--- src/rtl/execute_muldiv_pkg.sv ---
// rtl/execute_muldiv_pkg.sv - RV32M funct3 codes, FSM states and operand-sign helpers
package execute_muldiv_pkg;

   localparam logic [2:0] F_MUL    = 3'd0;
   localparam logic [2:0] F_MULH   = 3'd1;
   localparam logic [2:0] F_MULHSU = 3'd2;
   localparam logic [2:0] F_MULHU  = 3'd3;
   localparam logic [2:0] F_DIV    = 3'd4;
   localparam logic [2:0] F_DIVU   = 3'd5;
   localparam logic [2:0] F_REM    = 3'd6;
   localparam logic [2:0] F_REMU   = 3'd7;

   typedef enum logic [1:0] {
      MD_IDLE = 2'd0,
      MD_MUL  = 2'd1,
      MD_DIV  = 2'd2,
      MD_DONE = 2'd3
   } md_state_t;

   function automatic logic rs1_is_signed(input logic [2:0] f);
      return (f == F_MULH) || (f == F_MULHSU) || (f == F_DIV) || (f == F_REM);
   endfunction

   function automatic logic rs2_is_signed(input logic [2:0] f);
      return (f == F_MULH) || (f == F_DIV) || (f == F_REM);
   endfunction

endpackage

--- src/rtl/execute_muldiv_step.sv ---
// rtl/execute_muldiv_step.sv - one iteration of shift-add multiply or restoring divide
// In multiply mode {hi,lo} is the accumulator with the multiplier in lo; in divide mode hi is the
// partial remainder and lo shifts the dividend out while quotient bits shift in.
module execute_muldiv_step #(
   parameter int DWIDTH         = 32,
   parameter int BITS_PER_CYCLE = 1
) (
   input  logic              mode_div,
   input  logic [DWIDTH:0]   hi,
   input  logic [DWIDTH-1:0] lo,
   input  logic [DWIDTH-1:0] opnd,
   output logic [DWIDTH:0]   hi_next,
   output logic [DWIDTH-1:0] lo_next
);

   logic [DWIDTH:0]   h;
   logic [DWIDTH-1:0] l;
   logic [DWIDTH:0]   sum;
   logic [DWIDTH+1:0] trial;

   always_comb begin
      h     = hi;
      l     = lo;
      sum   = '0;
      trial = '0;
      for (int i = 0; i < BITS_PER_CYCLE; i++) begin
         if (mode_div) begin
            h     = {h[DWIDTH-1:0], l[DWIDTH-1]};
            l     = {l[DWIDTH-2:0], 1'b0};
            trial = {1'b0, h} - {2'b00, opnd};
            // Non-negative trial difference means the divisor fits: keep it, set quotient bit.
            if (!trial[DWIDTH+1]) begin
               h    = trial[DWIDTH:0];
               l[0] = 1'b1;
            end
         end else begin
            sum = h + {1'b0, (l[0] ? opnd : {DWIDTH{1'b0}})};
            l   = {sum[0], l[DWIDTH-1:1]};
            h   = {1'b0, sum[DWIDTH:1]};
         end
      end
      hi_next = h;
      lo_next = l;
   end

endmodule

--- src/rtl/execute_muldiv.sv ---
// rtl/execute_muldiv.sv - multi-cycle RV32M multiply/divide execute unit
// Works on operand magnitudes and sign-corrects the result on the final iteration.
module execute_muldiv
   import execute_muldiv_pkg::*;
#(
   parameter int DWIDTH         = 32,
   parameter int AWIDTH         = 5,
   parameter int PC_WIDTH       = 32,
   parameter int FUNCT_WIDTH    = 3,
   parameter int BITS_PER_CYCLE = 1
) (
   input  logic                   ex_clk,
   input  logic                   ex_rst,
   input  logic                   ex_i_ce,
   input  logic                   ex_i_flush,
   input  logic                   ex_i_stall,
   input  logic [FUNCT_WIDTH-1:0] ex_i_funct3,
   input  logic [DWIDTH-1:0]      ex_i_data_rs1,
   input  logic [DWIDTH-1:0]      ex_i_data_rs2,
   input  logic [AWIDTH-1:0]      ex_i_addr_rd,
   input  logic [PC_WIDTH-1:0]    ex_i_pc,
   output logic                   ex_o_busy,
   output logic                   ex_o_valid,
   output logic                   ex_o_we_reg,
   output logic [DWIDTH-1:0]      ex_o_data_rd,
   output logic [AWIDTH-1:0]      ex_o_addr_rd,
   output logic [PC_WIDTH-1:0]    ex_o_pc
);

   localparam int N  = DWIDTH / BITS_PER_CYCLE;
   localparam int CW = $clog2(N) + 1;

   md_state_t         state;
   logic [2:0]        funct;
   logic [CW-1:0]     count;
   logic [DWIDTH:0]   acc_hi;
   logic [DWIDTH-1:0] acc_lo;
   logic [DWIDTH-1:0] opnd;
   logic              neg_q;
   logic              neg_r;
   logic              fast;

   logic [2:0]          f_in;
   logic                a_neg, b_neg, is_div, b_zero, ovf;
   logic [DWIDTH-1:0]   mag_a, mag_b, fast_res;
   logic [DWIDTH:0]     step_hi;
   logic [DWIDTH-1:0]   step_lo;
   logic [2*DWIDTH-1:0] product, prod_s;
   logic [DWIDTH-1:0]   q_s, r_s, mul_res, div_res;
   logic                last;

   assign f_in   = ex_i_funct3[2:0];
   assign a_neg  = rs1_is_signed(f_in) & ex_i_data_rs1[DWIDTH-1];
   assign b_neg  = rs2_is_signed(f_in) & ex_i_data_rs2[DWIDTH-1];
   assign mag_a  = a_neg ? -ex_i_data_rs1 : ex_i_data_rs1;
   assign mag_b  = b_neg ? -ex_i_data_rs2 : ex_i_data_rs2;
   assign is_div = f_in[2];
   assign b_zero = (ex_i_data_rs2 == '0);
   assign ovf    = ((f_in == F_DIV) || (f_in == F_REM)) &&
                   (ex_i_data_rs1 == {1'b1, {(DWIDTH-1){1'b0}}}) && (ex_i_data_rs2 == '1);
   // funct3 bit 1 separates REM/REMU from DIV/DIVU
   assign fast_res = b_zero ? (f_in[1] ? ex_i_data_rs1 : '1)
                            : (f_in[1] ? '0 : ex_i_data_rs1);

   execute_muldiv_step #(
      .DWIDTH         (DWIDTH),
      .BITS_PER_CYCLE (BITS_PER_CYCLE)
   ) u_step (
      .mode_div (state == MD_DIV),
      .hi       (acc_hi),
      .lo       (acc_lo),
      .opnd     (opnd),
      .hi_next  (step_hi),
      .lo_next  (step_lo)
   );

   assign product = {step_hi[DWIDTH-1:0], step_lo};
   assign prod_s  = neg_q ? -product : product;
   assign mul_res = (funct == F_MUL) ? prod_s[DWIDTH-1:0] : prod_s[2*DWIDTH-1:DWIDTH];
   assign q_s     = neg_q ? -step_lo : step_lo;
   assign r_s     = neg_r ? -step_hi[DWIDTH-1:0] : step_hi[DWIDTH-1:0];
   assign div_res = funct[1] ? r_s : q_s;
   assign last    = (count == CW'(N - 1));

   assign ex_o_busy = (state != MD_IDLE);

   always_ff @(posedge ex_clk or posedge ex_rst) begin
      if (ex_rst) begin
         state        <= MD_IDLE;
         funct        <= '0;
         count        <= '0;
         acc_hi       <= '0;
         acc_lo       <= '0;
         opnd         <= '0;
         neg_q        <= 1'b0;
         neg_r        <= 1'b0;
         fast         <= 1'b0;
         ex_o_valid   <= 1'b0;
         ex_o_we_reg  <= 1'b0;
         ex_o_data_rd <= '0;
         ex_o_addr_rd <= '0;
         ex_o_pc      <= '0;
      end else if (ex_i_flush) begin
         state       <= MD_IDLE;
         ex_o_valid  <= 1'b0;
         ex_o_we_reg <= 1'b0;
      end else begin
         case (state)
            MD_IDLE: begin
               if (ex_i_ce) begin
                  funct        <= f_in;
                  ex_o_addr_rd <= ex_i_addr_rd;
                  ex_o_pc      <= ex_i_pc;
                  count        <= '0;
                  acc_hi       <= '0;
                  neg_q        <= a_neg ^ b_neg;
                  neg_r        <= a_neg;
                  // Degenerate divides resolve at accept but still spend one cycle in DIV.
                  if (is_div && (b_zero || ovf)) begin
                     fast         <= 1'b1;
                     ex_o_data_rd <= fast_res;
                     state        <= MD_DIV;
                  end else begin
                     fast   <= 1'b0;
                     acc_lo <= is_div ? mag_a : mag_b;
                     opnd   <= is_div ? mag_b : mag_a;
                     state  <= is_div ? MD_DIV : MD_MUL;
                  end
               end
            end
            MD_MUL, MD_DIV: begin
               if (fast) begin
                  state       <= MD_DONE;
                  ex_o_valid  <= 1'b1;
                  ex_o_we_reg <= (ex_o_addr_rd != '0);
               end else begin
                  acc_hi <= step_hi;
                  acc_lo <= step_lo;
                  count  <= count + 1'b1;
                  if (last) begin
                     state        <= MD_DONE;
                     ex_o_data_rd <= (state == MD_MUL) ? mul_res : div_res;
                     ex_o_valid   <= 1'b1;
                     ex_o_we_reg  <= (ex_o_addr_rd != '0);
                  end
               end
            end
            MD_DONE: begin
               if (!ex_i_stall) begin
                  state       <= MD_IDLE;
                  ex_o_valid  <= 1'b0;
                  ex_o_we_reg <= 1'b0;
               end
            end
            default: state <= MD_IDLE;
         endcase
      end
   end

endmodule
--- config.mk ---
export PLATFORM = sky130hd
export DESIGN_NAME = execute_muldiv
export DESIGN_NICKNAME = d
export VERILOG_FILES = /design/src/rtl/execute_muldiv_pkg.sv /design/src/rtl/execute_muldiv_step.sv /design/src/rtl/execute_muldiv.sv
export SDC_FILE = /design/constraint.sdc
export NUM_CORES = 1
export LEC_CHECK = 0
export BUFFER_PORTS_ARGS = -buffer_cell sky130_fd_sc_hd__buf_2
export CELL_PAD_IN_SITES_DETAIL_PLACEMENT = 1
export CELL_PAD_IN_SITES_GLOBAL_PLACEMENT = 2
export CORE_MARGIN = 2
export CORE_UTILIZATION = 39
export CTS_BUF_LIST = sky130_fd_sc_hd__clkbuf_8 sky130_fd_sc_hd__clkbuf_16
export CTS_CLUSTER_SIZE = 8
export DETAILED_ROUTE_END_ITERATION = 8
export PLACE_DENSITY_LB_ADDON = 0.1
export SLEW_MARGIN = 20
export SYNTH_ARGS = -nofsm -noshare
export SYNTH_HDL_FRONTEND = slang
export SYNTH_HIERARCHICAL = 1
export SYNTH_SLANG_ARGS = --single-unit
--- constraint.sdc ---
create_clock -name ex_clk -period 7.9 [get_ports ex_clk]
set_input_delay 0.395 -clock ex_clk [delete_from_list [all_inputs] [get_ports ex_clk]]
set_output_delay 0.395 -clock ex_clk [all_outputs]
set_load 0.01 [all_outputs]
# [After elaboration in Yosys (flattened, before gate mapping)]
# Cells that the tools add are included.
[totals] ff_bits=182 latch_bits=0 ramBits=0 mem_bits_ro=0 inputBits=109 word_cells=121 mem_count=0
[op_classes] addsub=8 multipliers=0 div_mod_pow=0 order_cmp=0 eq_ne=18 shifts=0 mux=51 bitwise=5 reduce_logical=25
[ops] cell="$mux 32" n=21
[ops] cell="$mux 33" n=4
[ops] cell="$neg 32->32" n=4
[ops] cell="$pmux 32 s2" n=2
[ops] cell="$pmux 33 s2" n=1
[ops] cell="$eq 32x32->1 const B" n=2
[ops] cell="$mux 64" n=1
[ops] cell="$neg 64->64" n=1
[ops] cell="$sub 33x32->34" n=1
[ops] cell="$add 33x32->33" n=1
[ops] cell="$logic_not 32->1" n=1
[ops] cell="$mux 2" n=7
[ops] cell="$mux 6" n=2
[ops] cell="$pmux 6 s2" n=1
[ops] cell="$ne 2x2->1 const B" n=5
[ops] cell="$mux 1" n=9
[ops] cell="$reduce_and 3->1" n=3
[ops] cell="$reduce_and 4->1" n=2
[ops] cell="$logic_or 1x1->1" n=7
[ops] cell="$add 6x1->6 const B" n=1
[ops] cell="$eq 3x3->1 const B" n=2
[ops] cell="$eq 6x5->1 const B" n=1
[ops] cell="$ne 3x3->1 const B" n=2
[ops] cell="$pmux 2 s3" n=1
[ops] cell="other kinds (18)" n=25

# [Depth between registers and ports, before layout]
[logic_depth] word_depth=10 ltp_mapped=22 depth_no_buf=20

# [Cells and area by module]
# Netlist, hierarchy kept.
[by_module_without_submodules] mod="execute_muldiv" instances=1 cells_per_inst=1570 area_each_um2=13060.0 seq_area_each_um2=4554.4
[by_module_without_submodules] mod="execute_muldiv_step" instances=1 cells_per_inst=680 area_each_um2=4615.7 seq_area_each_um2=0.0

# [Worst setup path after synthesis]
# OpenSTA, ideal clock, no wires.
[synth_timing] path_kind="flip-flop to flip-flop" startpoint="register acc_hi[15]" endpoint="register ex_o_data_rd[22]" setup_time_ns=0.095 arrival_ns=4.785 required_ns=7.805 path_slack_ns=3.020 path_stages_with_launch=21 n_path_buf=3 synth_period_minus_slack_ns=4.880 path_cell_list="dfrtp_1 > ha_1 > a21oi_2 > o21ai_1 > a211oi_2 > o22ai_1 > o311ai_2 > and2_1 > buf_6 > buf_4 > a21oi_1 > clkbuf_1 > inv_1 > ha_1 > or4b_2 > or4_1 > or4_1 > o41ai_2 > xnor2_1 > nor2_1 > o31ai_1"
[synth_via] elab_chain_len=10
[synth_lines] item="start: declaration" line="execute_muldiv.sv:36" rtl="logic [DWIDTH:0] acc_hi;"
[synth_lines] item="start signal: assignment" line="execute_muldiv.sv:137" rtl="acc_hi <= step_hi;"
[synth_lines] item="$sub 33x32->34 (*)" line="execute_muldiv_step.sv:30" rtl="trial = {1'b0, h} - {2'b00, opnd};"
[synth_lines] item="$mux 1 (*)" line="execute_muldiv_step.sv:32" rtl="if (!trial[DWIDTH+1]) begin"
[synth_lines] item="$mux 32 (*)" line="execute_muldiv_step.sv:27" rtl="if (mode_div) begin"
[synth_lines] item="net step_lo[0]" line="execute_muldiv.sv:47" rtl="logic [DWIDTH-1:0] step_lo;"
[synth_lines] item="$neg 64->64 or $neg 32->32 (tied branches)" line="execute_muldiv.sv:78, execute_muldiv.sv:80"
[synth_lines] item="$mux 64 or $mux 32 (tied branches)" line="execute_muldiv.sv:78, execute_muldiv.sv:80"
[synth_lines] item="$mux 32 (on tied branches)" line="execute_muldiv.sv:79, execute_muldiv.sv:82"
[synth_lines] item="$mux 32 (*)" line="execute_muldiv.sv:142" rtl="ex_o_data_rd <= (state == MD_MUL) ? mul_res : div_res;"
[synth_lines] item="$mux 32 (*)" line="execute_muldiv.sv:140" rtl="if (last) begin"
[synth_lines] item="$mux 32 (*)" line="execute_muldiv.sv:132" rtl="if (fast) begin"
[synth_lines] item="$pmux 32 s2 (*)" line="execute_muldiv.sv:108" rtl="case (state)"
[synth_lines] item="end signal: assignment" line="execute_muldiv.sv:121" rtl="ex_o_data_rd <= fast_res;"
[synth_lines] item="end signal: assignment" line="execute_muldiv.sv:142"
[synth_lines] item="end: declaration" line="execute_muldiv.sv:25" rtl="output logic [DWIDTH-1:0] ex_o_data_rd,"
# Mark *: on every way through the listed nets, which the timed path passes. The rest lies on a longest branch. The select of a mux whose other input is x is not followed.
# A chain may end at the register's enable or synchronous reset.

# [Worst setup path in the final report]
[layout_timing] startpoint="register opnd[16]" endpoint="register ex_o_data_rd[26]"
[layout_via] elab_chain_len=10
[layout_lines] item="start: declaration" line="execute_muldiv.sv:38" rtl="logic [DWIDTH-1:0] opnd;"
[layout_lines] item="start signal: assignment" line="execute_muldiv.sv:126" rtl="opnd <= is_div ? mag_b : mag_a;"
[layout_lines] item="$sub 33x32->34 (*)" line="execute_muldiv_step.sv:30"
[layout_lines] item="$mux 33 (*)" line="execute_muldiv_step.sv:32"
[layout_lines] item="$mux 33 (*)" line="execute_muldiv_step.sv:27"
[layout_lines] item="net step_hi[1]" line="execute_muldiv.sv:46" rtl="logic [DWIDTH:0] step_hi;"
[layout_lines] item="$neg 64->64 or $neg 32->32 (tied branches)" line="execute_muldiv.sv:78, execute_muldiv.sv:81"
[layout_lines] item="$mux 64 or $mux 32 (tied branches)" line="execute_muldiv.sv:78, execute_muldiv.sv:81"
[layout_lines] item="$mux 32 (on tied branches)" line="execute_muldiv.sv:79, execute_muldiv.sv:82"
[layout_lines] item="$mux 32 (*)" line="execute_muldiv.sv:142"
[layout_lines] item="$mux 32 (*)" line="execute_muldiv.sv:140"
[layout_lines] item="$mux 32 (*)" line="execute_muldiv.sv:132"
[layout_lines] item="$pmux 32 s2 (*)" line="execute_muldiv.sv:108"
# Marks and branches as above.

==> results_dict.tcl <==
set metrics [dict create \
    path_clk_slew_ns 0.07 \
    crit_end "ex_o_data_rd[26]" \
    switching_share 0.5612 \
    largest_register "acc_hi" \
    synth_area_leader_cell "dfrtp_1" \
    postSynth.asyncResetShare 1.000 \
    yosys.area.top_type_share 0.2577 \
    switching_power_mw 5.310 \
    drv_cap 0 \
    hpwlAfterDp_um 61020 \
    coreArea_um2 45090 \
    worstPathArrival_ns 7.36 \
    hold_viol_final 0 \
    wire_per_inst_um 26.41 \
    synthCells 2250 \
    synth_area_leaders "dfrtp_1, nand2_1, xnor2_1" \
    cts_tree "yes" \
    skew_ns 0.01336 \
    pwr-share-comb 0.726 \
    clkPwrFrac 0.095 \
    fin_tns_setup_ns 0 \
    layout_common_cells "nand2_1, dfrtp_1, buf_2" \
    gp_congestion 0.9729 \
    synth-edff-count 0 \
    initial_utilization 0.3920 \
    ant_nets 0 \
    reg2reg_to "ex_o_data_rd[26]" \
    syn_to_final_growth_pct 11.21 \
    postCtsSetupBuffers 0 \
    io-pin-count 181 \
    drcViolationCount 0 \
    crit_start "opnd[16]" \
    drt_iter0_drc 1406 \
    htreeDepth 4 \
    p_seq_frac 0.179 \
    intPower_mw 4.151 \
    synth.distinct_cells 94 \
    yosysSeqAreaShare 0.2577 \
    dieArea_um2 47040 \
    worstSetupPathType "flop to flop" \
    final_layout_size_suffix_gt1_frac 0.1644 \
    final_nets 2527 \
    r2r_cells 19 \
    required_ns 8.25 \
    post_synth.cell_area_avg_um2 7.856 \
    rows 78 \
    p_per_area_nw_per_um2 481.3 \
    die_height_um 216.9 \
    hold_buffers 0 \
    final-setup-viol-count 0 \
    tightestPinTransition_ns 1.154 \
    vdd.ir_drop.worst_v 0.0001897 \
    clock.fmax_mhz 142.7 \
    slew_violations 0 \
    clock_sinks 182 \
    ff2ff_setup_slack_ns 0.89 \
    grt_pass1_wl_um 118000 \
    port_buffers 180 \
    reg2reg_from "opnd[16]" \
    post_cts_resized 0 \
    first_pass_iters 5 \
    antenna_found_initial 3 \
    clockRootBuffer "clkbuf_16" \
    grt_use_total 0.3349 \
    fillers 5580 \
    clock_path_buffers 2 \
    min_path_type "input port to async pin" \
    numCtsBuffers 17 \
    end_kind "flop" \
    synth-main-ff-cell "dfrtp_1" \
    synth_seq_cells 182 \
    critical_path.startpoint_type "flop" \
    synth_nets 2435 \
    synth_area_um2 17680 \
    rsz0062_at_grt "no" \
    die_x_um 216.9 \
    wirelength_um 78050 \
    vias 18138 \
    relSlewSlack 0.2222 \
    fin_crit_ns 7.006 \
    grt_pass1_vias 18270 \
    timing.final.crit_share 0.8869 \
    largest_reg_flops 33 \
    viasPerCell 6.138 \
    synth_warnings 6 \
    overflow 0 \
    crit_fanout 36 \
    outcome "finished, final reports clean" \
    finalPower_mw 9.461 \
    clock_latency_ns 0.50 \
    p_leak_nw 8.283 \
    grt_max_degree 122 \
    layout_commonest_cell "nand2_1" \
]
[power groups by stage]
stage               clock network [mW]  registers (mW)  logic, mW
finish                           0.900            1.69       6.87
floorplan                            0            1.64       4.38
detailed placement                   0            1.70       6.69
global placement                     0            1.69       6.62
global route                     0.953            1.74       7.37
CTS                              0.918            1.69       6.74
[per-layer routing]
| metal | routed length, µm | GRT usage | up-vias |
|---|---|---|---|
| met5 | 0 | 0 | - |
| met4 | 3240 | 0.1338 | 0 |
| met3 | 4942 | 0.06848 | 139 |
| met2 | 34840 | 0.5231 | 603 |
| met1 | 35020 | 0.4528 | 9007 |
| li1 | - | - | 8389 |
[final cells by class]
| type | count | area [µm²] | share of cell area |
|---|---|---|---|
| clock inverters | 13 | 138.9 | 0.007066 |
| clock buffers | 18 | 439.2 | 0.02234 |
| inverters | 77 | 296.5 | 0.01509 |
| multi-input cells | 1843 | 12260 | 0.6236 |
| diodes | 1 | 2.502 | 0.0001273 |
| well taps | 600 | 750.7 | 0.03819 |
| flip-flops and latches | 182 | 4554 | 0.2317 |
| repair buffers | 221 | 1216 | 0.06187 |
[through the flow]
stage | util | instance area (µm²) | instances | setup WS [ns] | hold WS [ns]
after floorplan | - | 17680 | 2250 | 2.561 | 0.4531
after global placement | 0.4225 | 19050 | 2922 | 1.295 | 0.4666
after detailed placement | 0.4229 | 19070 | 2923 | 1.083 | 0.4632
after CTS | 0.4357 | 19640 | 2954 | 1.026 | 0.1005
after global routing | 0.4359 | 19650 | 2954 | 0.6214 | 0.1093
final | 0.4360 | 19660 | 2955 | 0.8938 | 0.05051
[worst max-delay path, cell delays in order (launching register included)]
cell and delay, ns:
dfrtp_1 0.39, inv_1 0.07, ha_1 0.40, a21oi_2 0.20, o21ai_1 0.12, a211oi_2 0.37, o22ai_1 0.16, o311ai_2 0.40
nand2_2 0.57, o211ai_1 0.42, o21ai_0 0.41, inv_1 0.30, ha_1 0.34, nor4b_2 0.45, nand4_1 0.41, or3_1 0.55
o21ai_0 0.26, xnor2_1 0.13, a222oi_1 0.74, o31ai_1 0.14
[cell families after synthesis]
logic type,share of synthesized area
compound gates,0.2369
xor+xnor,0.09415
fa+ha+maj,0.06937
buf+inv,0.05174
flops,0.2577
mux,0.06073
simple gates,0.2294
[how the worst min path moves through the flow]
stage / start / endpoint / slack [ns]
2_1_floorplan: opnd[31] / opnd[31] / 0.45
3_3_place_gp: ex_o_data_rd[1] / ex_o_data_rd[1] / 0.47
3_5_place_dp: ex_o_data_rd[2] / ex_o_data_rd[2] / 0.46
4_1_cts: ex_i_pc[16] / ex_o_pc[16] / 0.10
5_1_grt: ex_i_pc[16] / ex_o_pc[16] / 0.11
6_report: ex_rst / ex_o_pc[23] / 0.05
[synthesized netlist by cell type, drive strengths merged, types with 6 or more instances]
cell type / instances
buf: 34
inv: 76
dfrtp: 182
a22oi: 6
xnor2: 118
ha: 74
a22o: 7
nand3b: 6
and3: 7
nor4: 38
a211oi: 28
maj3: 26
or2: 10
nand2: 290
o22ai: 12
or4: 25
o21ai: 151
o31ai: 51
a21oi: 125
nor3: 42
mux2i: 15
o21bai: 8
nand2b: 20
mux2: 82
a221oi: 8
clkbuf: 114
o221ai: 14
or3: 32
o41ai: 27
a31oi: 40
a2bb2oi: 7
o21a: 12
and2: 40
xor2: 72
nand4: 30
o211ai: 42
nor2b: 14
a21o: 38
a211o: 9
nand3: 72
nor3b: 6
nor2: 177
(Power assumes the default switching activity.)
